$ cat src/rtl/die_select_encoder_pkg.sv
// Shared code constants, code typedef and input indexing for the dice-roller die-select encoder.
package die_select_pkg;

  typedef logic [3:0] die_code_t;

  localparam die_code_t DIE_D4   = 4'h0;
  localparam die_code_t DIE_D6   = 4'h1;
  localparam die_code_t DIE_D8   = 4'h2;
  localparam die_code_t DIE_D10  = 4'h3;
  localparam die_code_t DIE_D12  = 4'h4;
  localparam die_code_t DIE_D20  = 4'h5;
  localparam die_code_t DIE_TEST = 4'h7;
  localparam die_code_t DIE_NONE = 4'hF;

  localparam int unsigned NUM_INPUTS = 7;

  typedef enum logic [2:0] {
    IDX_D4   = 3'd0,
    IDX_D6   = 3'd1,
    IDX_D8   = 3'd2,
    IDX_D10  = 3'd3,
    IDX_D12  = 3'd4,
    IDX_D20  = 3'd5,
    IDX_TEST = 3'd6
  } die_idx_e;

  function automatic die_code_t idx_code(input die_idx_e idx);
    case (idx)
      IDX_D4:   return DIE_D4;
      IDX_D6:   return DIE_D6;
      IDX_D8:   return DIE_D8;
      IDX_D10:  return DIE_D10;
      IDX_D12:  return DIE_D12;
      IDX_D20:  return DIE_D20;
      IDX_TEST: return DIE_TEST;
      default:  return DIE_NONE;
    endcase
  endfunction

endpackage

$ cat src/rtl/die_select_encoder_cond.sv
// One-bit input conditioner: SYNC_STAGES-deep synchroniser, plus a per-input
// debouncer when DIESEL_DEBOUNCE_EN is defined.
module die_input_cond #(
  parameter int unsigned SYNC_STAGES     = 2,
  parameter int unsigned DEBOUNCE_CYCLES = 4
) (
  input  logic clk,
  input  logic rst_n,
  input  logic din,
  output logic dout
);

  if (SYNC_STAGES < 2) begin : g_bad_sync
    $error("SYNC_STAGES must be at least 2");
  end
  if (DEBOUNCE_CYCLES < 1) begin : g_bad_db
    $error("DEBOUNCE_CYCLES must be at least 1");
  end

  logic [SYNC_STAGES-1:0] sync;

  always_ff @(posedge clk) begin
    if (!rst_n) sync <= '0;
    else        sync <= {sync[SYNC_STAGES-2:0], din};
  end

`ifdef DIESEL_DEBOUNCE_EN
  localparam int unsigned CW = $clog2(DEBOUNCE_CYCLES + 1);

  logic [CW-1:0] cnt;
  logic          deb;

  // Accept the new level only after DEBOUNCE_CYCLES consecutive disagreeing samples.
  always_ff @(posedge clk) begin
    if (!rst_n) begin
      cnt <= '0;
      deb <= 1'b0;
    end else if (sync[SYNC_STAGES-1] != deb) begin
      if (cnt == CW'(DEBOUNCE_CYCLES - 1)) begin
        deb <= sync[SYNC_STAGES-1];
        cnt <= '0;
      end else begin
        cnt <= cnt + CW'(1);
      end
    end else begin
      cnt <= '0;
    end
  end

  assign dout = deb;
`else
  assign dout = sync[SYNC_STAGES-1];
`endif

endmodule

$ cat src/rtl/die_select_encoder.sv
// Registered one-hot-to-binary die-select encoder; illegal combinations yield DIE_NONE.
// Optional input debounce is enabled by defining DIESEL_DEBOUNCE_EN.
module die_select_encoder
  import die_select_pkg::*;
#(
  parameter int unsigned SYNC_STAGES     = 2,
  parameter int unsigned DEBOUNCE_CYCLES = 4
) (
  input  logic       clk,
  input  logic       rst_n,
  input  logic       buttonD4,
  input  logic       buttonD6,
  input  logic       buttonD8,
  input  logic       buttonD10,
  input  logic       buttonD12,
  input  logic       buttonD20,
  input  logic       switchTest,
  output logic [3:0] dieSelect,
  output logic       selValid
);

  logic [NUM_INPUTS-1:0] raw;
  logic [NUM_INPUTS-1:0] cond;
  logic [2:0]            popcnt;
  die_code_t             code;

  assign raw = {switchTest, buttonD20, buttonD12, buttonD10, buttonD8, buttonD6, buttonD4};

  for (genvar g = 0; g < NUM_INPUTS; g++) begin : g_cond
    die_input_cond #(
      .SYNC_STAGES    (SYNC_STAGES),
      .DEBOUNCE_CYCLES(DEBOUNCE_CYCLES)
    ) u_cond (
      .clk  (clk),
      .rst_n(rst_n),
      .din  (raw[g]),
      .dout (cond[g])
    );
  end

  // No priority: the code is taken from the active input only when it is the sole one.
  always_comb begin
    popcnt = '0;
    code   = DIE_NONE;
    for (int unsigned i = 0; i < NUM_INPUTS; i++) begin
      popcnt = popcnt + 3'(cond[i]);
    end
    if (popcnt == 3'd1) begin
      for (int unsigned i = 0; i < NUM_INPUTS; i++) begin
        if (cond[i]) code = idx_code(die_idx_e'(i[2:0]));
      end
    end
  end

  always_ff @(posedge clk) begin
    if (!rst_n) begin
      dieSelect <= DIE_NONE;
      selValid  <= 1'b0;
    end else begin
      dieSelect <= code;
      selValid  <= (popcnt == 3'd1);
    end
  end

endmodule

$ cat config.mk
export PLATFORM = sky130hd
export DESIGN_NAME = die_select_encoder
export DESIGN_NICKNAME = d
export VERILOG_FILES = /design/src/rtl/die_select_encoder_pkg.sv /design/src/rtl/die_select_encoder_cond.sv /design/src/rtl/die_select_encoder.sv
export SDC_FILE = /design/constraint.sdc
export NUM_CORES = 1
export LEC_CHECK = 0
export CAP_MARGIN = 10
export CORE_MARGIN = 2
export CORE_UTILIZATION = 47
export DETAILED_ROUTE_END_ITERATION = 16
export PLACE_DENSITY = 0.85
export SYNTH_ARGS = -nofsm -noshare
export SYNTH_HDL_FRONTEND = slang
export SYNTH_SLANG_ARGS = --single-unit
$ cat constraint.sdc
create_clock -name clk -period 3.3 [get_ports clk]
set_input_delay 0.33 -clock clk [delete_from_list [all_inputs] [get_ports clk]]
set_output_delay 0.33 -clock clk [all_outputs]
set_load 0.05 [all_outputs]
# Word level (Yosys, flattened, before mapping)
# Cells that the tools add are included.
# totals
register_bits	19
input_bits	9
output_inout_bits	5
wordCells	32
# op_classes
addsub	6
eq_ne	1
n_mux	7
bitwise	2
n_reduce_logical	4
# op_table
op	n
2-to-1 mux 4 bit	7
adder 3 x 1 -> 3 bit	4
OR reduction 5 bit	1
OR reduction 4 bit	1
adder 2 x 1 -> 3 bit	1
== test 3 x 1 -> 1 bit, second input constant	1
OR reduction 3 bit	1
adder 1 x 1 -> 2 bit	1
NOT 1 bit	2
AND reduction 2 bit	1

# Logic depth before layout (Yosys ltp)
# depth
ltp_word	9
mapped_depth	8

# By module
# A second synthesis with hierarchy kept.
# unflattened
hier_cells	58
area_unflattened_um2	701.9
# modules_own_cells
mod	n_inst	cells_per_inst	area_per_inst_um2	seq_area_each_um2
die_input_cond	7	4	52.6	40.0
die_select_encoder	1	30	334.1	100.1

# Worst setup path before layout
# Ideal clock, no wire load.
# synth_timing
path_kind	register to register
start	register g_cond[0].u_cond.sync[1]
end	register dieSelect[0]
setup_time_ns	0.141
arrival_ns	2.704
setup_slack_ns	0.455
path_stages_with_launch	9
period_less_slack_ns	2.845
path_cell_list	dfxtp_1 > inv_1 > fa_1 > fa_1 > fa_1 > inv_1 > fa_1 > nor4b_4 > o2111ai_1
# synth_between
elab_chain_cells	9
# synth_rtl
item	line_no	rtl
start, declared	die_select_encoder_cond.sv:20	logic [SYNC_STAGES-1:0] sync;
start signal, assigned	die_select_encoder_cond.sv:24	else sync <= {sync[SYNC_STAGES-2:0], din};
adder 1 x 1 -> 2 bit	die_select_encoder.sv:46	popcnt = popcnt + 3'(cond[i]);
adder 2 x 1 -> 3 bit	die_select_encoder.sv:46	
adder 3 x 1 -> 3 bit (4 in a row)	die_select_encoder.sv:46	
== test 3 x 1 -> 1 bit	die_select_encoder.sv:48	if (popcnt == 3'd1) begin
NOT 1 bit (no source line)	--	
OR reduction 4 bit (no source line)	--	
end signal, assigned	die_select_encoder.sv:60	dieSelect <= code;
end, declared	die_select_encoder.sv:18	output logic [3:0] dieSelect,
# Parallel ways exist; a longest one is shown, timed or not.
# A chain may end at the register's enable or synchronous reset.

# Final worst setup path
# Same ends and word-level chain as after synthesis.

==> results.toml <==
[cts]
holdBufCountCts = 0
h-tree-depth = 1
cts-resized-gates = 0
cts_num_sinks = 19
cts_setup_buffers = 0
clk_pin_slew_worst_paths_ns = 0.10
tritoncts = "built"
cts_buffer_depth = 2
cts_inserted_buffers = 3
insertion_delay_ns = 0.29
root_buffer = "clkbuf_4"

[floorplanning]
die_area_um2 = 1830
io-pin-count = 14
die_y_um = 42.8
rows = 14
die_w_um = 42.8
coreArea_um2 = 1450
start_util = 0.487

[grt]
grt_max_degree = 16
grt_pass1_vias = 417
grt_pass1_wl_um = 1590
grt_antenna_before_repair = 0
top_usage_layer = "met2"
use_met3 = 0.0511
overflow = 0
gr-usage-met1 = 0.126
grt_usage = 0.125
use_met2 = 0.203

[setup_path]
startpoint_type = "register"
max_stage_delay_ns = 0.55
end_kind = "register"
path_cells = "inv_1 -> fa_1 -> fa_1 -> fa_1 -> inv_1 -> fa_1 -> nor4b_4 -> o2111ai_1"
cp.required_ns = 3.46
cp_slowest_cell = "fa_1"
critPathKind = "register to register"
path_delay_family = "adder cells"
cp_num_buf_inv = 2
cpMostUsedCell = "fa_1"
arrival_ns = 3.15
ff2ff_path_depth = 8
crit_fanout = 5
path_depth = 8

[power]
p_seq_frac = 0.563
worst_ir_drop_vdd_mv = 0.290
p_sw_frac = 0.256
pwr-share-comb = 0.182
p_per_area_nw_per_um2 = 500
leakagePower_nw = 0.369
clockPowerShare = 0.255
power_mw = 0.440
switchingPower_mw = 0.113
p_int_mw = 0.328

[sta]
rsz0062_at_grt = "false"
drv_slew = 0
fin_worst_skew_ns = 0.00493
setup_viol = 0
tightest_slew_ns = 0.489
post-route-period-util = 0.905
max_freq_mhz = 335
hold_violations = 0
holdWs_ns = 0.441
min_period_ns = 2.99
maxSlewHeadroom = 0.673
worst_slack_ns = 0.312
fin_tns_setup_ns = 0

[cells_and_area]
utilization = 0.606
finalInstanceArea_um2 = 881
layout.nets = 91
layout.cells.non_filler = 91
drive_above_1_share = 0.0800
antenna_cells = 0
syn2layout_area_growth_pct = 24.4

[placed_design]
gp_congestion = 0.713
placed_area_um2 = 855
dp.cells = 87
dp_hpwl_um = 743
portBuffers = 13
place_ws_ns = 0.298

[synth]
syn_area_um2 = 708
syn-instance-count = 59
ys_ff_latch = 19
yosys_warnings = 0
yosys.cell_types.count = 14
yosysSeqAreaShare = 0.537
syn_area_per_cell_um2 = 12.0
synthesis.nets = 74

[drt]
drc = 0
drt_iter0_markers = 4
wl_per_cell_um = 10.1
drt_first_pass_iters = 4
wl_um = 919
viasPerCell = 4.89
vias = 445
ant_nets = 0

[worst_hold_path]
hold_class = "register to register"
min_path_cells = 1

[job]
maxCapViolations = 0

[status]
status = "complete, no violations"
## area by class of cell
cell class,instances,area (µm²)
multi-input cells,29,287
well taps,16,20.0
flip-flops and latches,19,380
repair buffers,13,130
fillers,139,573
clock buffers,4,26.3
inverters,10,37.5
## cell families (layout without fill, tap and decap cells)
| kind of cell | Yosys count | after routing | share of synthesized area |
|---|---|---|---|
| AOI/OAI and AO/OA | 4 | 4 | 0.0618 |
| adders and majority gates | 6 | 6 | 0.148 |
| buffers and inverters | 11 | 27 | 0.0583 |
| DFF | 19 | 19 | 0.537 |
| and+or+nand+nor | 19 | 19 | 0.194 |
## worst paths after layout
kind	endpoint	slack [ns]	startpoint
setup / recovery	dieSelect[0]$_SDFF_PP1_	0.31	g_cond[0].u_cond.sync[1]$_SDFF_PN0_
hold / removal	g_cond[5].u_cond.sync[1]$_SDFF_PN0_	0.44	g_cond[5].u_cond.sync[0]$_SDFF_PN0_
setup reg to reg	dieSelect[0]$_SDFF_PP1_	0.31	g_cond[0].u_cond.sync[1]$_SDFF_PN0_
hold reg to reg	g_cond[5].u_cond.sync[1]$_SDFF_PN0_	0.44	g_cond[5].u_cond.sync[0]$_SDFF_PN0_
## power groups by stage
| stage | clock [mW] | sequential, mW | combinational, mW |
|---|---|---|---|
| 2_1_floorplan | 0 | 0.274 | 0.0341 |
| 3_3_place_gp | 0 | 0.253 | 0.0781 |
| 3_5_place_dp | 0 | 0.254 | 0.0813 |
| 4_1_cts | 0.118 | 0.248 | 0.0814 |
| 5_1_grt | 0.128 | 0.250 | 0.0862 |
| 6_report | 0.112 | 0.248 | 0.0802 |
## layout by cell type, fill, tap and decap left out
master and instances:
and2_1 14, clkbuf_1 1, clkbuf_4 3, clkdlybuf4s50_1 13, dfxtp_1 19, fa_1 4
ha_1 2, inv_1 10, nand3_1 1, nor3_1 2, nor4b_4 1, o2111ai_1 1
o21ba_1 1, o311ai_1 1, o41ai_2 1, or3b_4 1
## flip-flops by register name, indices dropped and copies added (netlist names)
| name | count |
|---|---|
| g_cond.u_cond.sync | 14 |
| dieSelect | 4 |
| selValid | 1 |
## Yosys cell counts
library cell  number  area share
o311ai_1           1       0.012
nand3_1            1      0.0071
fa_1               4        0.11
ha_1               2       0.035
inv_1             10       0.053
clkbuf_1           1      0.0053
nor4b_4            1       0.034
o21ba_1            1       0.014
o2111ai_1          1       0.012
nor3_1             2       0.014
or3b_4             1       0.016
dfxtp_1           19        0.54
and2_1            14        0.12
o41ai_2            1       0.023
## layer usage
| layer | vias to the layer above | wire length [µm] |
|---|---|---|
| met5 | - | 0 |
| met4 | 0 | 24 |
| met3 | 3 | 62 |
| met2 | 18 | 470 |
| met1 | 209 | 362 |
| li1 | 215 | - |
No activity file was read; power rests on OpenSTA's default activity.
